===== src/rtl/deser_pkg.sv =====
// Shared FSM state type, default sync pattern and a width helper for data_deserializer_align.
package deser_pkg;

  typedef enum logic [1:0] {
    SEARCH = 2'd0,
    VERIFY = 2'd1,
    LOCKED = 2'd2
  } state_t;

  localparam logic [31:0] DEFAULT_SYNC_WORD = 32'hBC5A_3C5A;

  function automatic int unsigned clog2(input int unsigned v);
    int unsigned r;
    r = 0;
    while ((32'd1 << r) < v) r++;
    return r;
  endfunction

endpackage


===== src/rtl/deser_bit_slip_ctr.sv =====
// Bit counter 0..W-1 producing the word boundary strobe; a slip holds the count for one extra bit.
module deser_bit_slip_ctr
  import deser_pkg::*;
#(
  parameter int unsigned W = 32
) (
  input  logic clk,
  input  logic rst_n,
  input  logic slip,
  output logic boundary
);

  localparam int unsigned BC_W = clog2(W);
  localparam logic [BC_W-1:0] LAST = BC_W'(W - 1);

  logic [BC_W-1:0] cnt;
  logic            hold;

  assign boundary = (cnt == LAST) && !hold;

  // A slip parks the counter on LAST for one non-boundary cycle, stretching that word to W+1 bits.
  always_ff @(posedge clk) begin
    if (!rst_n) begin
      cnt  <= '0;
      hold <= 1'b0;
    end else if (hold) begin
      cnt  <= '0;
      hold <= 1'b0;
    end else if (boundary) begin
      hold <= slip;
      if (!slip) cnt <= '0;
    end else begin
      cnt <= cnt + 1'b1;
    end
  end

endmodule


===== src/rtl/data_deserializer_align.sv =====
// Serial-to-parallel deserializer with sync-word bit-slip alignment.
// Optional DESER_LOSS_CNT_EN adds a saturating 16-bit lock-loss counter output.
module data_deserializer_align
  import deser_pkg::*;
#(
  parameter int unsigned  W         = 32,
  parameter logic [W-1:0] SYNC_WORD = W'(DEFAULT_SYNC_WORD),
  parameter int unsigned  FRAME_LEN = 8,
  parameter int unsigned  LOCK_CNT  = 4,
  parameter int unsigned  MISS_MAX  = 3
) (
  input  logic         clk1280,
  input  logic         rst_n,
  input  logic         rx,
  output logic [W-1:0] data_o,
  output logic         data_valid,
  output logic         sync_o,
  output logic         locked,
`ifdef DESER_LOSS_CNT_EN
  output logic [15:0]  loss_cnt_o,
`endif
  output logic         realign_o
);

  localparam int unsigned FP_W = clog2(FRAME_LEN);
  localparam int unsigned HC_W = clog2(LOCK_CNT + 1);
  localparam int unsigned MC_W = clog2(MISS_MAX + 1);
  localparam logic [FP_W-1:0] FP_LAST  = FP_W'(FRAME_LEN - 1);
  localparam logic [HC_W-1:0] LOCK_PRE = HC_W'(LOCK_CNT - 1);
  localparam logic [MC_W-1:0] MISS_PRE = MC_W'(MISS_MAX - 1);

  state_t          state, state_nx;
  logic            boundary, slip, emit, lose, match;
  logic [W-2:0]    sreg;
  logic [W-1:0]    word;
  logic [FP_W-1:0] fpos, fpos_nx, fpos_inc;
  logic [HC_W-1:0] hits, hits_nx;
  logic [MC_W-1:0] misses, misses_nx;

  deser_bit_slip_ctr #(.W(W)) u_ctr (
    .clk      (clk1280),
    .rst_n    (rst_n),
    .slip     (slip),
    .boundary (boundary)
  );

  // The oldest history bit is never read, so only W-1 bits are kept; rx supplies the newest.
  assign word     = {sreg, rx};
  assign match    = (word == SYNC_WORD);
  assign fpos_inc = (fpos == FP_LAST) ? '0 : fpos + 1'b1;

  always_comb begin
    state_nx  = state;
    fpos_nx   = fpos;
    hits_nx   = hits;
    misses_nx = misses;
    slip      = 1'b0;
    emit      = 1'b0;
    lose      = 1'b0;
    if (boundary) begin
      unique case (state)
        SEARCH: begin
          if (match) begin
            fpos_nx   = FP_W'(1);
            hits_nx   = HC_W'(1);
            misses_nx = '0;
            state_nx  = (LOCK_CNT == 1) ? LOCKED : VERIFY;
          end else begin
            slip = 1'b1;
          end
        end
        VERIFY: begin
          fpos_nx = fpos_inc;
          if (fpos == '0) begin
            if (match) begin
              hits_nx = hits + 1'b1;
              if (hits == LOCK_PRE) begin
                state_nx  = LOCKED;
                misses_nx = '0;
              end
            end else begin
              state_nx = SEARCH;
              slip     = 1'b1;
              hits_nx  = '0;
            end
          end
        end
        LOCKED: begin
          emit    = 1'b1;
          fpos_nx = fpos_inc;
          if (fpos == '0) begin
            if (match) begin
              misses_nx = '0;
            end else if (misses == MISS_PRE) begin
              lose      = 1'b1;
              slip      = 1'b1;
              state_nx  = SEARCH;
              fpos_nx   = '0;
              hits_nx   = '0;
              misses_nx = '0;
            end else begin
              misses_nx = misses + 1'b1;
            end
          end
        end
        default: state_nx = SEARCH;
      endcase
    end
  end

  always_ff @(posedge clk1280) begin
    if (!rst_n) begin
      state      <= SEARCH;
      sreg       <= '0;
      fpos       <= '0;
      hits       <= '0;
      misses     <= '0;
      data_o     <= '0;
      data_valid <= 1'b0;
      sync_o     <= 1'b0;
      locked     <= 1'b0;
      realign_o  <= 1'b0;
    end else begin
      state      <= state_nx;
      sreg       <= word[W-2:0];
      fpos       <= fpos_nx;
      hits       <= hits_nx;
      misses     <= misses_nx;
      data_valid <= emit;
      sync_o     <= emit && (fpos == '0);
      realign_o  <= lose;
      if (emit) data_o <= word;
      // Updated only on boundaries so it rises together with the first data_valid.
      if (boundary) locked <= emit && !lose;
    end
  end

`ifdef DESER_LOSS_CNT_EN
  always_ff @(posedge clk1280) begin
    if (!rst_n) begin
      loss_cnt_o <= '0;
    end else if (lose && (loss_cnt_o != '1)) begin
      loss_cnt_o <= loss_cnt_o + 1'b1;
    end
  end
`endif

endmodule

===== config.mk =====
export PLATFORM = sky130hd
export DESIGN_NAME = data_deserializer_align
export DESIGN_NICKNAME = d
export VERILOG_FILES = /design/src/rtl/deser_pkg.sv /design/src/rtl/deser_bit_slip_ctr.sv /design/src/rtl/data_deserializer_align.sv
export SDC_FILE = /design/constraint.sdc
export NUM_CORES = 1
export LEC_CHECK = 0
export CORE_MARGIN = 5
export CORE_UTILIZATION = 45
export DETAILED_ROUTE_END_ITERATION = 10
export PLACE_DENSITY = 0.67
export SYNTH_ARGS = -nofsm -noshare
export SYNTH_HDL_FRONTEND = slang
export SYNTH_SLANG_ARGS = --single-unit

===== constraint.sdc =====
create_clock -name clk1280 -period 3.8 [get_ports clk1280]
set_input_delay 0.76 -clock clk1280 [delete_from_list [all_inputs] [get_ports clk1280]]
set_output_delay 0.76 -clock clk1280 [all_outputs]
set_load 0.05 [all_outputs]

==> parameters.txt, run 1 <==
Parameter                              Value

Status
  Status ... completed

STA
  Final setup vio count ... 0
  Relative slew slack ... 38.7%
  Share of the cycle needed by the critical path after routing ... 72.7%
  Worst Max-Slew Pin Slew ... 0.920 ns
  Min cycle time layout ... 2.76 ns
  Max Freq ... around 360 MHz
  Final count of hold timing violations ... 0
  Unrepaired setup endpoints after global routing ... no
  Total Neg Setup Slack ... 0 ns
  Final Max Tran Viols ... 0
  Skew final ... between 0.009 and 0.01 ns

Setup path
  Critical register-to-register path startpoint ... u_ctr.cnt[0]
  Required time reported for the critical path endpoint ... 4.07 ns
  Worst Path Max Fanout ... 26
  CP Class ... reg2reg
  Endpoint of the worst-slack reg-to-reg timing path ... data_o[13]
  Register-to-Register Setup Slack ... 1.04 ns
  Critical Path End Type ... flop
  WP data arrival ... roughly 3.0 ns
  Number of cells traversed by the worst register-to-register path ... 8
  Launching element type of the critical path ... flop

Route
  Number of nets still failing antenna checks after routing ... 0
  Detailed Route Iter0 Violations ... 100
  Detailed-route via count ... 2366
  Detailed Route WL ... 6110 um
  Pre-antenna DRT Iters ... 4
  Post-detailed-route DRC marker count ... 0
  Vias per cell ... approximately 4.9
  WL/cell ... 12.7 um

GRT
  Global route total overflow ... 0
  Global routing usage summed across all routing layers ... 15.0%
  Initial antenna violation count ... 0
  Wire length of the first global-routing pass ... 10400 um
  Number of global-route vias before repair ... 2212
  Largest net degree at the start of global routing ... 50

CTS
  TritonCTS clock tree ... yes
  Number of buffers on the longest clock path ... 2
  Clock latency reported for the late side of the worst-skew pair ... between 0.3 and 0.4 ns
  CTS Sinks ... 83
  Hold-fix buffers, CTS ... 0
  Number of H-tree levels ... 3
  Clock slew at the register clock pins of the worst setup and hold paths ... 0.08 ns
  CTS root buf ... clkbuf_8
  Post-CTS repair timing setup buffer count ... 0
  CTS resizes ... 0
  CTS Buf Count ... 9

Layout
  Final net count ... 395
  Fraction of final layout cells with drive strength greater than 1 ... 6.75%
  Core utilization of the finished layout ... roughly 57%
  Synthesis-to-finish area growth ... 22.3%
  Antenna Diode Count ... 0
  Filler Cells Inserted ... 636
  Final cell count without fillers ... 481
  Top library cells by usage in the layout, fill and taps aside ... nand2_1, dfxtp_1, a21oi_1

Logic synthesis
  Count of unique library cells instantiated by Yosys ... 35
  Proportion of netlist area held by the largest area contributor ... 52.7%
  Register bit count reported by yosys ... 83
  Avg Synthesized Cell Area ... 9.11 um2
  Fraction of synthesis flops using an asynchronous set or reset pin ... 0%
  Cell count after synthesis ... between 300 and 400
  Synth warn ... 0
  Top post-synthesis cells by area ... dfxtp_1, nand2_1, a21oi_1
  Commonest register cell after synthesis ... dfxtp_1
  Number of enable-type register cells in the synthesized netlist ... 0
  Seq/Total Area, Yosys ... 52.7%
  Cell type with the largest total area after synthesis ... dfxtp_1
  Summed instance area of the synthesized netlist ... roughly 3200 um2
  Mapped Nets ... 360

Die
  Initial Util ... a little under half
  Core area ... 6790 um2
  Die Span X ... 93.7 um
  Num rows ... 30
  Count of boundary I/O pins ... 39
  Die height ... about 94 um
  Area of the die ... 8770 um2

Place
  Post-detailed-placement half-perimeter wirelength ... 4190 um
  Count of input and output buffers ... 38
  Number of placed instances, taps included ... 466
  Final RePlAce weighted congestion ... 0.776

Power and ir drop
  Sw power ... 316 uW
  Sequential cell fraction of total power ... a little over half
  Logic gate share of total power ... 1.5%
  Clock network power share ... 45.3%
  Leakage ... 1.46 nW
  Internal power ... between 1 and 1.5 mW
  Share of total power consumed by net switching ... roughly a fifth
  Pwr per Cell Area ... 428 nW/um2
  Largest voltage drop on the vdd net ... about 0.24 mV

Min path
  Worst Min Path Start ... data_o[27]
  Min-Delay Path Depth ... 2
  Class of the tightest hold or removal check ... reg2reg
  Capture endpoint of the worst hold path ... data_o[27]

Job
  Max capacitance violation total ... 0
## layout make-up
type / instances / area (um2) / share of cell area (%)
Clock buffer: 11 / 141 / 3.67
Timing Repair Buffer: 42 / 410 / 10.6
Tap cell: 96 / 120 / 3.12
Inverter: 8 / 30.0 / 0.779
Multi-Input combinational cell: 237 / 1390 / 36.1
Sequential cell: 83 / 1660 / 43.1
Clock inverter: 4 / 98.8 / 2.56
## cell families after synthesis
family / count (synthesis) / synth area share, %
mux: 6 / 1.91
fa+ha+maj: 11 / 4.37
compound gates: 59 / 11.6
simple gates: 161 / 26.3
buf+inv: 26 / 3.10
flops: 83 / 52.7
## sequential cells by signal (all words and copies together) (netlist names)
signal	count
data_valid	1
u_ctr.cnt	5
data_o	32
locked	1
sync_o	1
sreg	31
state	2
misses	2
u_ctr.hold	1
realign_o	1
fpos	3
hits	3
## power by group through the flow
stage	clock network [mW]	registers (mW)	logic (mW)
floorplan	0	0.896	0.0175
global placement	0	0.897	0.0253
detailed placement	0	0.897	0.0255
CTS	0.767	0.877	0.0256
global route	0.805	0.877	0.0287
finish	0.747	0.877	0.0250
## cell usage after synthesis, drive strengths merged, types with 4 or more instances
| cell | count |
|---|---|
| and2 | 33 |
| ha | 11 |
| nand2 | 84 |
| nor2 | 14 |
| a21oi | 42 |
| clkbuf | 18 |
| mux2i | 6 |
| nand2b | 4 |
| or4b | 4 |
| nand4b | 4 |
| dfxtp | 83 |
| inv | 7 |
| nand3 | 7 |
## worst max-delay path: stages, from the launching register on
cell	delay, ns
dfxtp_1	0.38
ha_1	0.20
and3_1	0.17
ha_1	0.25
nor2b_1	0.41
and2_1	0.80
buf_4	0.29
nand2_1	0.06
a21oi_1	0.13
## worst max path at each step
| stage | slack (ns) | endpoint | from | cells after the start |
|---|---|---|---|---|
| after floorplan | 1.36 | state[0] | rx | 5 |
| after global placement | 0.80 | state[1] | rx | 6 |
| after detailed placement | 0.75 | state[1] | rx | 6 |
| after CTS | 0.96 | realign_o | u_ctr.cnt[0] | 7 |
| after global routing | 0.79 | realign_o | u_ctr.cnt[0] | 7 |
| final | 1.04 | data_o[13] | u_ctr.cnt[0] | 8 |
## layer usage
metal | up-vias | wire [um] | global-route usage (%)
met5 | - | 0 | 0
met4 | 0 | 102 | 7.82
met1 | 1104 | 2980 | 19.8
met2 | 39 | 2800 | 23.0
met3 | 10 | 230 | 3.29
li1 | 1213 | - | -
## stage by stage
stage	cell area, um2	setup slack [ns]	total power, mW	hold WS [ns]
3_5_place_dp	3610	0.749	0.922	0.447
6_report	3850	1.04	1.65	0.454
4_1_cts	3850	0.957	1.67	0.457
2_1_floorplan	3150	1.36	0.914	0.433
5_1_grt	3850	0.787	1.71	0.475
3_3_place_gp	3610	0.802	0.922	0.442
No activity file was read; power rests on OpenSTA's default activity.
==> run 2: changes to the inputs <==
clock period = 2.85 ns   (was 3.8 ns; I/O delays follow)
==> run 2 against run 1 <==
  * Clock power grew 13%
  * Final cell count increased by 0.42%
  * Worst setup slack got worse by 0.66 ns
  * Core utilization is 0.46 points lower
  * Routed wire length is 2.6% higher
  * Largest cell class unchanged
==> parameters.txt, run 2 (synthesis results as in run 1) <==
Parameter                              Value

Power and ir drop
  Overall power ... 2.05 mW (+24%)
  Sw power ... 460 uW (+46%)
  Share of total power consumed by net switching ... 22.4% (+3.3 points)
  Clock network power share ... 41.3% (-4.0 points)
  Logic gate share of total power ... 1.7% (+0.2 points)
  Sequential cell fraction of total power ... 57.0% (+3.8 points)
  Internal power ... 1.59 mW (+19%)
  Pwr per Cell Area ... 536 nW/um2 (+25%)
  Largest voltage drop on the vdd net ... 0.258 mV (+7.8%)
  Leakage ... 1.44 nW (-1.3%)

CTS
  CTS Buf Count ... 9 (unchanged)
  CTS Sinks ... 83 (unchanged)
  Number of buffers on the longest clock path ... 2 (unchanged)
  Number of H-tree levels ... 3 (unchanged)
  Post-CTS repair timing setup buffer count ... 0 (unchanged)
  CTS root buf ... clkbuf_8
  CTS resizes ... 0 (unchanged)
  Clock latency reported for the late side of the worst-skew pair ... 0.35 ns (about the same)
  Hold-fix buffers, CTS ... 0 (unchanged)
  Clock slew at the register clock pins of the worst setup and hold paths ... 0.08 ns (about the same)
  TritonCTS clock tree ... yes

STA
  Relative slew slack ... 65.7% (+27 points)
  Final setup vio count ... 0 (unchanged)
  Hold slack ... 0.455 ns (+0.00113 ns)
  Worst Max-Slew Pin Slew ... 0.513 ns (-0.407 ns)
  Final Max Tran Viols ... 0 (unchanged)
  Skew final ... 0.00794 ns (-0.00150 ns)
  Unrepaired setup endpoints after global routing ... no
  Final count of hold timing violations ... 0 (unchanged)
  Max Freq ... 404 MHz
  Total Neg Setup Slack ... 0 ns (unchanged)
  Min cycle time layout ... 2.47 ns
  Share of the cycle needed by the critical path after routing ... between 80% and 90%

Place
  Post-detailed-placement half-perimeter wirelength ... 4190 um (about the same)
  Count of input and output buffers ... 38 (unchanged)
  Final RePlAce weighted congestion ... 0.827 (+6.6%)
  DP Area ... 3620 um2 (+0.21%)

Route
  Vias per cell ... 4.85 (-1.3%)
  Detailed-route via count ... 2344 (-0.93%)
  Pre-antenna DRT Iters ... 4 (unchanged)
  Number of nets still failing antenna checks after routing ... 0 (unchanged)
  WL/cell ... 13.0 um (+2.2%)
  Post-detailed-route DRC marker count ... 0 (unchanged)
  Detailed Route Iter0 Violations ... 69 (-31%)
  Detailed Route WL ... 6280 um (+2.6%)

Min path
  Class of the tightest hold or removal check ... reg2reg
  Min-Delay Path Depth ... 2 (unchanged)

Die
  Initial Util ... 46.4% (unchanged)
  Core area ... 6790 um2 (unchanged)
  Die height ... 93.7 um (unchanged)
  Die Span X ... 93.7 um (unchanged)
  Area of the die ... 8770 um2 (unchanged)
  Count of boundary I/O pins ... 39 (unchanged)
  Num rows ... 30 (unchanged)

GRT
  Wire length of the first global-routing pass ... 10800 um (+4.2%)
  Global route total overflow ... 0 (unchanged)
  Global routing usage summed across all routing layers ... 15.8% (+0.78 points)
  Largest net degree at the start of global routing ... 50 (unchanged)
  Number of global-route vias before repair ... 2265 (+2.4%)
  Initial antenna violation count ... 0 (unchanged)

Status
  Status ... completed

Layout
  Antenna Diode Count ... 0 (unchanged)
  Core utilization of the finished layout ... 56.3% (-0.46 points)
  Flip-flop count of the largest register, all copies and words added ... 32 (unchanged)
  Fraction of final layout cells with drive strength greater than 1 ... 7.24% (+0.48 points)
  Final net count ... 396 (+0.25%)
  Top library cells by usage in the layout, fill and taps aside ... nand2_1, dfxtp_1, a21oi_1
  Synthesis-to-finish area growth ... 21.3%
  Registers with the highest flip-flop counts ... data_o: 32 flops, sreg: 31 flops, u_ctr.cnt: 5 flops
  Final instance area ... 3820 um2 (-0.81%)
  Most flop-heavy register ... data_o

Setup path
  Number of cells traversed by the worst register-to-register path ... 5 (-3)
  Register-to-Register Setup Slack ... 0.66 ns (-0.38 ns)
  Launching element type of the critical path ... primary input
  WP data arrival ... 2.75 ns (-0.28 ns)
  Critical Path End Type ... flop
  Required time reported for the critical path endpoint ... 3.13 ns (-0.94 ns)
  CP Class ... in2reg
  Worst Path Max Fanout ... 9 (-65%)

Job
  Max capacitance violation total ... 0 (unchanged)
[run 2: changes by cell type in the layout (fill, tap and decap cells not counted)]
cell,change
bufinv_16,-2
clkinvlp_4,+2
buf_4,+1
clkbuf_8,-1
inv_6,+1
inv_8,+1
[run 2: cell type report]
cell class / count / area, um2
fillers: 620 / 2970
flip-flops and latches: 83 / 1660
multi-input cells: 237 / 1390
repair buffers: 43 / 418
clock buffers: 10 / 128
well taps: 96 / 120
clock inverters: 6 / 73.8
inverters: 8 / 30.0
[run 2: path summary, 6_finish.rpt]
| path | end | from |
|---|---|---|
| max reg2reg | state[1] | sreg[7] |
| min reg2reg | data_o[18] | data_o[18] |
| min | data_o[18] | data_o[18] |
| max | state[1] | rx |
[run 2: power groups by stage]
stage,Clock (mW),Sequential [mW],Combinational [mW]
finish,0.847,1.17,0.0342
global route,0.926,1.17,0.0386
CTS,0.876,1.17,0.0345
detailed placement,0,1.20,0.0343
global placement,0,1.20,0.0335
floorplan,0,1.19,0.0233
[run 2: routing by layer]
layer  track usage (%)  share of wire [%]  vias up
met5                 0                  0        -
met1              21.3                 49     1064
li1                  -                  -     1218
met4              6.86                1.7        0
met2              23.7                 44       54
met3              4.25                5.1        8
[run 2: worst max-delay path, cell delays in order]
cell and delay (ns):
clkdlybuf4s50_1 0.43, or4b_1 0.58, nor4_4 0.34, nand2_4 0.16
a2111oi_4 0.44, mux2i_1 0.23
[run 2: through the flow]
stage,cells,worst slack (ns)
after floorplan,346,0.602
after global routing,483,0.280
after CTS,483,0.379
final,483,0.377
after detailed placement,467,0.0131
after global placement,467,0.0618
